<file path="src/rtl/enhanced_router_pkg.sv">
// enhanced_router_pkg: port indices, grant/direction encodings, flit type and routing helpers shared by the router.
package enhanced_router_pkg;
  localparam int NPORTS = 5;
  localparam int FLIT_DWIDTH = 16;
  localparam logic [2:0] PORT_GPU = 3'd0;
  localparam logic [2:0] PORT_S1 = 3'd1;
  localparam logic [2:0] PORT_S2 = 3'd2;
  localparam logic [2:0] PORT_S3 = 3'd3;
  localparam logic [2:0] PORT_S4 = 3'd4;
  localparam logic [2:0] GRANT_NONE = 3'd7;
  typedef enum logic [1:0] {
    DIR_IDLE = 2'b00,
    DIR_UP   = 2'b01,
    DIR_DOWN = 2'b10,
    DIR_LOOP = 2'b11
  } dir_t;
  typedef struct packed {
    logic [5:0] dest;
    logic [FLIT_DWIDTH-1:0] data;
  } flit_t;
  // Spine selection uses the low two group bits; 00 wraps to spine4.
  function automatic logic [2:0] route_target(input logic [3:0] group, input logic [3:0] local_group);
    return group == local_group ? PORT_GPU : group[1:0] == 2'b00 ? PORT_S4 : {1'b0, group[1:0]};
  endfunction
  function automatic logic [2:0] rr_index(input logic [2:0] base, input int k);
    return 3'((int'(base) + 1 + k) % NPORTS);
  endfunction
endpackage

</file>
<file path="src/rtl/router_fifo.sv">
// router_fifo: synchronous FIFO; pushes when full and pops when empty are ignored.
module router_fifo #(
  parameter int W = 16,
  parameter int DEPTH = 4
) (
  input  logic         clk,
  input  logic         reset,
  input  logic         push,
  input  logic         pop,
  input  logic [W-1:0] din,
  output logic [W-1:0] dout,
  output logic         full,
  output logic         empty
);
  localparam int AW = $clog2(DEPTH);
  logic [W-1:0] mem [DEPTH];
  logic [AW-1:0] wp, rp;
  logic [AW:0] cnt;
  logic wr, rd;
  assign wr = push && !full;
  assign rd = pop && !empty;
  assign full = cnt[AW];
  assign empty = cnt == '0;
  assign dout = mem[rp];
  always_ff @(posedge clk)
    if (wr) mem[wp] <= din;
  always_ff @(posedge clk) begin
    if (!reset) begin
      wp <= '0;
      rp <= '0;
      cnt <= '0;
    end else begin
      if (wr) wp <= wp + 1'b1;
      if (rd) rp <= rp + 1'b1;
      cnt <= cnt + {{AW{1'b0}}, wr} - {{AW{1'b0}}, rd};
    end
  end
endmodule

</file>
<file path="src/rtl/enhanced_router.sv">
// enhanced_router: leaf NoC router joining one GPU port and four spine uplinks through a one-flit-per-cycle crossbar.
// Define ROUTER_DROP_COUNT_EN to add the saturating drop_count output.
module enhanced_router
  import enhanced_router_pkg::*;
#(
  parameter int ROUTER_ID = 1,
  parameter int DWIDTH = FLIT_DWIDTH,
  parameter int FIFO_DEPTH = 4,
  parameter logic [3:0] GROUP_ID = 4'b1000
) (
  input  logic              clk,
  input  logic              reset,
  input  logic              arb_enable,
  input  logic [DWIDTH-1:0] gpu_in_data,
  input  logic              gpu_in_valid,
  input  logic [5:0]        gpu_dest_addr,
  output logic [DWIDTH-1:0] gpu_out_data,
  output logic              gpu_out_valid,
  input  logic [DWIDTH-1:0] spine11_in_data,
  input  logic              spine11_in_valid,
  input  logic [5:0]        spine11_dest_addr,
  output logic [DWIDTH-1:0] spine11_out_data,
  output logic              spine11_out_valid,
  input  logic [DWIDTH-1:0] spine21_in_data,
  input  logic              spine21_in_valid,
  input  logic [5:0]        spine21_dest_addr,
  output logic [DWIDTH-1:0] spine21_out_data,
  output logic              spine21_out_valid,
  input  logic [DWIDTH-1:0] spine31_in_data,
  input  logic              spine31_in_valid,
  input  logic [5:0]        spine31_dest_addr,
  output logic [DWIDTH-1:0] spine31_out_data,
  output logic              spine31_out_valid,
  input  logic [DWIDTH-1:0] spine41_in_data,
  input  logic              spine41_in_valid,
  input  logic [5:0]        spine41_dest_addr,
  output logic [DWIDTH-1:0] spine41_out_data,
  output logic              spine41_out_valid,
  output logic [3:0]        spine_fifo_in_full,
  output logic [3:0]        spine_fifo_in_empty,
  output logic [3:0]        spine_fifo_out_full,
  output logic [3:0]        spine_fifo_out_empty,
  output logic              gpu_fifo_in_full,
  output logic              gpu_fifo_in_empty,
  output logic              gpu_fifo_out_full,
  output logic              gpu_fifo_out_empty,
  output logic              crossbar_busy,
  output logic [2:0]        current_grant,
`ifdef ROUTER_DROP_COUNT_EN
  output logic [15:0]       drop_count,
`endif
  output logic [1:0]        routing_direction
);
  localparam int unused_router_id = ROUTER_ID;
  flit_t in_flit [NPORTS];
  flit_t head [NPORTS];
  logic [NPORTS-1:0] in_valid, in_full, in_empty, in_pop, out_push, out_full, out_empty, req, drop;
  logic [DWIDTH-1:0] out_head [NPORTS];
  logic [DWIDTH-1:0] out_q [NPORTS];
  logic out_v [NPORTS];
  logic [2:0] tgt [NPORTS];
  logic [2:0] gnt, rr_ptr, grant_q;
  logic gnt_valid, busy_q;
  dir_t dir_q;
  logic [9:0] unused_dest_lsbs;
  assign in_valid = {spine41_in_valid, spine31_in_valid, spine21_in_valid, spine11_in_valid, gpu_in_valid};
  assign in_flit[PORT_GPU] = '{dest: gpu_dest_addr, data: gpu_in_data};
  assign in_flit[PORT_S1] = '{dest: spine11_dest_addr, data: spine11_in_data};
  assign in_flit[PORT_S2] = '{dest: spine21_dest_addr, data: spine21_in_data};
  assign in_flit[PORT_S3] = '{dest: spine31_dest_addr, data: spine31_in_data};
  assign in_flit[PORT_S4] = '{dest: spine41_dest_addr, data: spine41_in_data};
  assign unused_dest_lsbs = {head[4].dest[1:0], head[3].dest[1:0], head[2].dest[1:0], head[1].dest[1:0], head[0].dest[1:0]};
  genvar i;
  for (i = 0; i < NPORTS; i++) begin : g_port
    router_fifo #(.W($bits(flit_t)), .DEPTH(FIFO_DEPTH)) u_in (
      .clk, .reset, .push(in_valid[i]), .pop(in_pop[i]), .din(in_flit[i]),
      .dout(head[i]), .full(in_full[i]), .empty(in_empty[i])
    );
    router_fifo #(.W(DWIDTH), .DEPTH(FIFO_DEPTH)) u_out (
      .clk, .reset, .push(out_push[i]), .pop(!out_empty[i]), .din(head[gnt].data),
      .dout(out_head[i]), .full(out_full[i]), .empty(out_empty[i])
    );
    assign tgt[i] = route_target(head[i].dest[5:2], GROUP_ID);
    // Leaf routers never forward spine-to-spine; such heads are discarded in place.
    assign drop[i] = (i != PORT_GPU) && !in_empty[i] && tgt[i] != PORT_GPU;
    assign req[i] = !in_empty[i] && !drop[i] && !out_full[tgt[i]];
    assign in_pop[i] = (gnt_valid && gnt == 3'(i)) || drop[i];
    assign out_push[i] = gnt_valid && tgt[gnt] == 3'(i);
    always_ff @(posedge clk) begin
      if (!reset) begin
        out_v[i] <= 1'b0;
        out_q[i] <= '0;
      end else begin
        out_v[i] <= !out_empty[i];
        if (!out_empty[i]) out_q[i] <= out_head[i];
      end
    end
  end
  always_comb begin
    gnt_valid = 1'b0;
    gnt = PORT_GPU;
    for (int k = 0; k < NPORTS; k++)
      if (!gnt_valid && req[arb_enable ? rr_index(rr_ptr, k) : 3'(k)]) begin
        gnt_valid = 1'b1;
        gnt = arb_enable ? rr_index(rr_ptr, k) : 3'(k);
      end
  end
  always_ff @(posedge clk) begin
    if (!reset) begin
      busy_q <= 1'b0;
      grant_q <= GRANT_NONE;
      dir_q <= DIR_IDLE;
      rr_ptr <= PORT_GPU;
    end else begin
      busy_q <= gnt_valid;
      grant_q <= gnt_valid ? gnt : GRANT_NONE;
      dir_q <= !gnt_valid ? DIR_IDLE : gnt != PORT_GPU ? DIR_DOWN : tgt[PORT_GPU] == PORT_GPU ? DIR_LOOP : DIR_UP;
      if (gnt_valid) rr_ptr <= gnt;
    end
  end
`ifdef ROUTER_DROP_COUNT_EN
  logic [16:0] drop_sum;
  assign drop_sum = {1'b0, drop_count} + 17'($countones({in_valid & in_full, drop}));
  always_ff @(posedge clk)
    drop_count <= !reset ? '0 : drop_sum[16] ? 16'hFFFF : drop_sum[15:0];
`endif
  assign gpu_out_data = out_q[PORT_GPU];
  assign gpu_out_valid = out_v[PORT_GPU];
  assign spine11_out_data = out_q[PORT_S1];
  assign spine11_out_valid = out_v[PORT_S1];
  assign spine21_out_data = out_q[PORT_S2];
  assign spine21_out_valid = out_v[PORT_S2];
  assign spine31_out_data = out_q[PORT_S3];
  assign spine31_out_valid = out_v[PORT_S3];
  assign spine41_out_data = out_q[PORT_S4];
  assign spine41_out_valid = out_v[PORT_S4];
  assign spine_fifo_in_full = in_full[4:1];
  assign spine_fifo_in_empty = in_empty[4:1];
  assign spine_fifo_out_full = out_full[4:1];
  assign spine_fifo_out_empty = out_empty[4:1];
  assign gpu_fifo_in_full = in_full[0];
  assign gpu_fifo_in_empty = in_empty[0];
  assign gpu_fifo_out_full = out_full[0];
  assign gpu_fifo_out_empty = out_empty[0];
  assign crossbar_busy = busy_q;
  assign current_grant = grant_q;
  assign routing_direction = dir_q;
endmodule

</file>
<file path="config.mk">
export PLATFORM = sky130hd
export DESIGN_NAME = enhanced_router
export DESIGN_NICKNAME = d
export VERILOG_FILES = /design/src/rtl/enhanced_router_pkg.sv /design/src/rtl/router_fifo.sv /design/src/rtl/enhanced_router.sv
export SDC_FILE = /design/constraint.sdc
export NUM_CORES = 1
export LEC_CHECK = 0
export CAP_MARGIN = 10
export CELL_PAD_IN_SITES_DETAIL_PLACEMENT = 1
export CELL_PAD_IN_SITES_GLOBAL_PLACEMENT = 1
export CORE_AREA = 4 4 287 289
export CTS_BUF_LIST = sky130_fd_sc_hd__clkbuf_2 sky130_fd_sc_hd__clkbuf_4 sky130_fd_sc_hd__clkbuf_8
export DETAILED_ROUTE_END_ITERATION = 10
export DIE_AREA = 0 0 291 293
export GPL_TIMING_DRIVEN = 0
export PLACE_DENSITY = 0.83
export SKIP_LAST_GASP = 1
export SYNTH_ARGS = -nofsm -noshare
export SYNTH_HDL_FRONTEND = slang
export SYNTH_SLANG_ARGS = --single-unit
</file>
<file path="constraint.sdc">
create_clock -name clk -period 9.24 [get_ports clk]
set_clock_uncertainty 0.1 [all_clocks]
set_input_delay 1.848 -clock clk [delete_from_list [all_inputs] [get_ports clk]]
set_output_delay 1.848 -clock clk [all_outputs]
set_load 0.05 [all_outputs]
</file>
Yosys cells after proc, flatten, opt, wreduce, memory -nomap -nowiden:

Memories as Yosys holds them, arrays and structs flattened. A register that Yosys moved wholly into a read port is not among the register bits.
Index checks and enable logic that the tools add are counted.

* memories kept: 12
* flip-flop bits (word level): 79
* input bits: 118
* bits in writable memories: 845

Memories
* g_port[0].u_in.mem: words 4, bits a word 22, read ports 1, clocked after Yosys merged registers in 1, wr ports 1, RTL line router_fifo.sv:16 `logic [W-1:0] mem [DEPTH];`
* g_port[1].u_in.mem: words 4, bits a word 22, read ports 1, clocked after Yosys merged registers in 1, wr ports 1, RTL line router_fifo.sv:16
* g_port[2].u_in.mem: words 4, bits a word 22, read ports 1, clocked after Yosys merged registers in 1, wr ports 1, RTL line router_fifo.sv:16
* g_port[3].u_in.mem: words 4, bits a word 22, read ports 1, clocked after Yosys merged registers in 1, wr ports 1, RTL line router_fifo.sv:16
* g_port[4].u_in.mem: words 4, bits a word 22, read ports 1, clocked after Yosys merged registers in 1, wr ports 1, RTL line router_fifo.sv:16
* out_q: words 5, bits a word 16, read ports 5, clocked after Yosys merged registers in 0, wr ports 5, RTL line enhanced_router.sv:59 `logic [DWIDTH-1:0] out_q [NPORTS];`
* +6 memories

* equal/unequal tests: 13
* bitwise gates (word level): 13
* div/mod/pow operators: 5
* mux-type cells: 120
* reductions and logical operators: 104
* magnitude comparators: 11
* add/sub/neg operators: 45

Operators by type and width (number)
* 32-bit by 4-bit remainder unit with 32-bit output (second input constant): 5
* 16-bit 2-to-1 mux: 7
* 22-bit binary-select mux with 3-bit select: 1
* 3-bit 2-to-1 mux: 22
* 32-bit by 3-bit adder with 32-bit output (second input constant): 2
* 1-bit 2-to-1 mux: 57
* 2-bit 2-to-1 mux: 22
* 1-bit logical AND: 42
* 2-bit by 1-bit adder with 2-bit output (second input constant): 20
* 3-bit by 4-bit less-than comparator with 1-bit output (second input constant): 10
* 3-bit zero test: 13
* 1-bit zero test: 33
* 32-bit by 2-bit adder with 32-bit output (second input constant): 1
* 3-bit by 1-bit adder with 3-bit output: 10
* 1-bit binary-select mux with 3-bit select: 10
* 3-bit by 1-bit subtractor with 3-bit output: 10
* 4-bit equality test (second input constant): 5
* 3-bit nonzero test: 5
* 3-bit by 2-bit equality test with 1-bit output (second input constant): 4
* 2-bit zero test: 5
* 1-bit bitwise OR: 10
* 3-bit binary-select mux with 3-bit select: 1
* 3-bit by 1-bit equality test with 1-bit output (second input constant): 2
* 3-bit equality test (second input constant): 2
* other kinds (8): 12

Depth between registers and ports, before layout:

* word-level depth: 32
* mapped depth: 40
* gate-level depth less buffers: 36

Cells and area by module:

Synthesis repeated with hierarchy kept, for this count alone.

* cells, all modules: 2172
* area, all modules: 39336.5 um^2

Modules (own cells, without submodules)
* router_fifo at g_port[0].u_in ...: area each 3643.5 um^2, times used 5, cells an instance 161
* router_fifo at g_port[0].u_out ...: area each 2811.4 um^2, times used 4, cells an instance 131
* enhanced_router: area each 7066.8 um^2, times used 1, cells an instance 713
* router_fifo at g_port[4].u_out: area each 2806.4 um^2, times used 1, cells an instance 130

Worst setup path after synthesis:

Ideal clock, no wire load.

* kind: reg-to-reg
* start: register rr_ptr[0]
* end: memory g_port[0].u_out.mem[0][5] (data pin)
* slack: 0.674 ns
* data arrival time: 8.085 ns
* stages on the path, launching flop included: 33
* required time: 8.759 ns
* cells stage by stage: dfxtp_1 -> buf_6 -> inv_1 -> buf_2 -> ha_1 -> clkbuf_1 -> clkinv_1 -> ha_1 -> nor3_4 -> a211oi_4 -> inv_2 -> ha_1 -> o21ai_0 -> xnor2_1 -> ha_1 -> or2_2 -> o21ai_0 -> a22o_1 -> o21a_1 -> xnor2_1 -> ha_1 -> nor2b_1 -> a311oi_1 -> a21oi_1 -> a31oi_1 -> nor3_1 -> o311ai_2 -> nand3_1 -> or4_4 -> o2bb2ai_2 -> clkbuf_1 -> nor2_1 -> a221oi_1

* word-level cells in the longest chain between the ends: 22

RTL lines
* start: declaration: RTL line enhanced_router.sv:62 `logic [2:0] gnt, rr_ptr, grant_q;`
* start signal: assignment: RTL line enhanced_router.sv:118 `if (gnt_valid) rr_ptr <= gnt;`
* 3-bit by 1-bit adder with 4-bit output *: RTL line enhanced_router_pkg.sv:26 `return 3'((int'(base) + 1 + k) % NPORTS);`
* parallel branches: the longest is 16 deep, another holds 32-bit by 2-bit adder with 32-bit output
* 3-bit 2-to-1 mux *: RTL line enhanced_router.sv:103 `if (!gnt_valid && req[arb_enable ? rr_index(rr_ptr, k) : 3'(k)]) begin`
* 3-bit NOT with 4-bit output (implied by the code) *: RTL line enhanced_router.sv:80 `.clk, .reset, .push(out_push[i]), .pop(!out_empty[i]), .din(head[gnt].data),`
* 22-bit binary-select mux with 3-bit select *: RTL line enhanced_router.sv:80
* 16-bit 2-to-1 mux (implied by the code) * (2 in series): RTL line enhanced_router.sv:80
* named net g_port[0].u_out.din[5]: RTL line router_fifo.sv:10 `input logic [W-1:0] din,`
* end: declaration: RTL line router_fifo.sv:16

Mark *: on every way through the listed nets, which the timed path passes. The select of a mux whose other input is x is not followed.

Final worst setup path:

* start: register rr_ptr[0]
* end: memory g_port[3].u_out.mem[4][15] (netlist: g_port[3].u_out.mem[2][15]) (data pin)

* word-level cells in the longest chain between the ends: 22

RTL lines (RTL line)
* 3-bit by 1-bit adder with 4-bit output *: enhanced_router_pkg.sv:26
* parallel branches: the longest is 16 deep, another holds 32-bit by 2-bit adder with 32-bit output
* 3-bit 2-to-1 mux *: enhanced_router.sv:103
* 3-bit NOT with 4-bit output *
* 22-bit binary-select mux with 3-bit select *
* 16-bit 2-to-1 mux * (2 in series)
* named net g_port[0].u_out.din[15]: router_fifo.sv:10
* end: declaration: router_fifo.sv:16

Marks and branches as above.

==> impl_metrics.json <==
{
  "outcome": "finished clean",
  "grt_pass1_wl_um": 157000,
  "crit_family": "compound AO/OA/AOI/OAI gates",
  "wire_per_inst_um": 28.0,
  "yosysTopAreaCell": "edfxtp_1",
  "cts_buffer_depth": 3,
  "port_buffers": 218,
  "ys_warn_count": 0,
  "setup_viol": 0,
  "crit_top_cell": "buf_4",
  "worstSkewPairLatency_ns": 0.85,
  "worst-r2r-setup-slack_ns": 0.31,
  "final_util_pct": 56.5,
  "fp.dieH_um": 293,
  "overflow": 0,
  "crit_start": "rr_ptr[0]",
  "synth_seq_cells": 904,
  "drc": 0,
  "gp_congestion": 0.844,
  "r2r_end": "g_port[3].u_out.mem[2][15]",
  "syn-cell-area_sq_um": 38000,
  "synth.most_common_cell": "edfxtp_1",
  "cp_num_buf_inv": 10,
  "min-delay-start": "g_port[1].u_in.rp[1]",
  "grt.total_usage_pct": 24.6,
  "grt_pass1_vias": 24400,
  "synth_cells": 2225,
  "totalWireLength_um": 106000,
  "dieWidth_um": 291,
  "hold_depth": 2,
  "rsz0062_at_grt": "false",
  "cpPeakStageDelay_ns": 0.65,
  "path_max_fanout": 16,
  "h-tree-depth": 4,
  "post-route-period-util_pct": 96.6,
  "worstSetupStartpointType": "flip-flop",
  "die_area_sq_um": 85300,
  "grt_use_met2_pct": 43.6,
  "worst_r2r_path_depth": 35,
  "worst_pin_slew_ns": 1.17,
  "met1_usage_pct": 29.6,
  "pre_cts_ws_ns": -1.61,
  "nets": 2846,
  "drv_cap": 0,
  "finalMaxSlewViolations": 0,
  "drt_iter0_markers": 1849,
  "synth.top_cell.area_share_pct": 63.3,
  "synth_flop_cell": "edfxtp_1",
  "power.total_uw": 18600,
  "clk_pin_slew_ns": 0.06,
  "p_leak_uw": 0.0157,
  "cts_buffers": 145,
  "synth_area_leaders": "edfxtp_1, mux4_2, dfxtp_1",
  "cts-root-buf": "clkbuf_8",
  "finalHoldViolCount": 0,
  "max_slew_margin_pct": 21.7,
  "core_area_sq_um": 79900,
  "grt.busiest_layer": "met2",
  "dpl.hpwl_um": 73400,
  "tns_ns": 0,
  "vdd_drop_max_mv": 0.323,
  "cts_tree": "built",
  "gr-usage-met3_pct": 5.22,
  "worstSetupEndpointType": "flip-flop",
  "antenna_found_initial": 13,
  "start_util_pct": 47.5,
  "worstSetupPathType": "flip-flop to flip-flop",
  "firstDrtPassIters": 5,
  "drive_above_1_share_pct": 20.8,
  "syn_nets": 2454,
  "synthTopCellsByCount": "edfxtp_1, mux4_2, nor2_1, dfxtp_1, ha_1",
  "required_ns": 9.77,
  "hp-class": "flip-flop to flip-flop",
  "yosysUniqueCellTypes": 111,
  "critical_path_arrival_ns": 9.45,
  "fin_crit_ns": 8.93,
  "routed_via_density": 5.83,
  "crit_slowest_cell": "a221oi_2",
  "syn2layout_area_growth_pct": 19.0,
  "clock.fmax_mhz": 112,
  "postRouteAntennaNets": 0,
  "yosysSeqAreaShare_pct": 68.8,
  "clkSinkCount": 904,
  "grt_max_degree": 21,
  "cts-hold-fix-buffers": 0,
  "syn_avg_cell_area_sq_um": 17.1,
  "async_flop_share_pct": 0,
  "r2r-start": "rr_ptr[0]",
  "fin_ws_ns": 0.314,
  "synth_edf_count": 800,
  "p_per_area_nw_per_um2": 412,
  "vias": 22200,
  "ios": 229,
  "rows": 104
}
==> worst max-delay path by stage <==
stage                                       endpoint  depth (start not counted)
final                     g_port[3].u_out.mem[2][15]                         35
after detailed placement       g_port[2].u_in.cnt[2]                         39
after global routing          g_port[0].u_out.cnt[2]                         37
after floorplan            g_port[0].u_out.mem[0][5]                         32
after CTS                      g_port[0].u_in.cnt[2]                         38
after global placement     g_port[2].u_out.mem[0][7]                         32
==> placed cells by master (no fill, tap or decap), types with 60 or more instances in the layout <==
| master | instances |
|---|---|
| edfxtp_1 | 800 |
| clkdlybuf4s50_1 | 218 |
| mux4_2 | 166 |
| clkbuf_8 | 156 |
| nor2_1 | 121 |
| dfxtp_1 | 103 |
| ha_1 | 98 |
| inv_1 | 89 |
| and3_1 | 85 |
| clkbuf_1 | 71 |
| nand2_1 | 60 |
==> cells by family (layout without fill, tap and decap cells) <==
family                     count (synthesis)  after routing  share of synthesized area, %
xor gates and xnor gates                  54             54                          1.32
muxes                                    225            225                          11.4
DFF                                      904            904                          68.8
AOI/OAI and AO/OA                        225            225                          4.85
and+or+nand+nor                          490            490                          7.28
adders and majority gates                111            111                          3.86
other                                      0              8                             0
buffers and inverters                    216            729                          2.50
==> area by class of cell <==
| class | instances | area [sq um] |
|---|---|---|
| Buffer | 121 | 592 |
| Clock inverter | 62 | 572 |
| Timing Repair Buffer | 245 | 2480 |
| Multi-Input combinational cell | 1105 | 11200 |
| Fill cell | 7394 | 34700 |
| Tap cell | 1060 | 1330 |
| Inverter | 95 | 365 |
| Sequential cell | 904 | 26100 |
| Antenna cell | 8 | 20.0 |
| Clock buffer | 206 | 2520 |
==> sequential cells by signal (all words and copies together) (netlist names), named ones only <==
name               count
current_grant          3
g_port.u_in.wp        10
g_port.u_out.mem     320
g_port.u_out.cnt      15
g_port.u_in.cnt       15
out_q                 80
rr_ptr                 3
routing_direction      2
out_v                  5
g_port.u_out.rp       10
crossbar_busy          1
g_port.u_out.wp       10
g_port.u_in.mem      400
g_port.u_in.rp        10
==> routing by layer <==
layer  share of wire (%)  wire [um]
met2                  52      55500
met3                 6.4       6760
met4                 4.0       4210
met1                  37      39900
met5               0.070         75
==> where the power goes <==
| part | switching, uW | internal [uW] | leakage (uW) |
|---|---|---|---|
| clock | 1690 | 1970 | 0.00164 |
| combinational | 5410 | 2860 | 0.00576 |
| sequential | 328 | 6370 | 0.00829 |
| total | 7420 | 11200 | 0.0157 |
==> worst min-delay path, delay by kind of cell (launching register included) <==
family | cells | cell delay, ns
AOI/OAI and AO/OA | 2 | 0.15
DFF | 1 | 0.31
==> repair_timing <==
action / in CTS / in global routing
setup buffers: 5 / 6
endpoints found under the setup margin: 707 / 634
pin swaps: 5 / 8
resized for setup: 19 / 16
gates cloned: 0 / 0
==> stage by stage <==
stage | instances | instance area (sq um) | hold slack, ns
6_report | 3806 | 45200 | 0.401
5_1_grt | 3801 | 45200 | 0.433
4_1_cts | 3791 | 45000 | 0.393
3_5_place_dp | 3518 | 41800 | 0.393
3_3_place_gp | 3503 | 41500 | 0.355
2_1_floorplan | 2225 | 38000 | 0.345
Note: power is estimated with default switching activity, not from simulation.
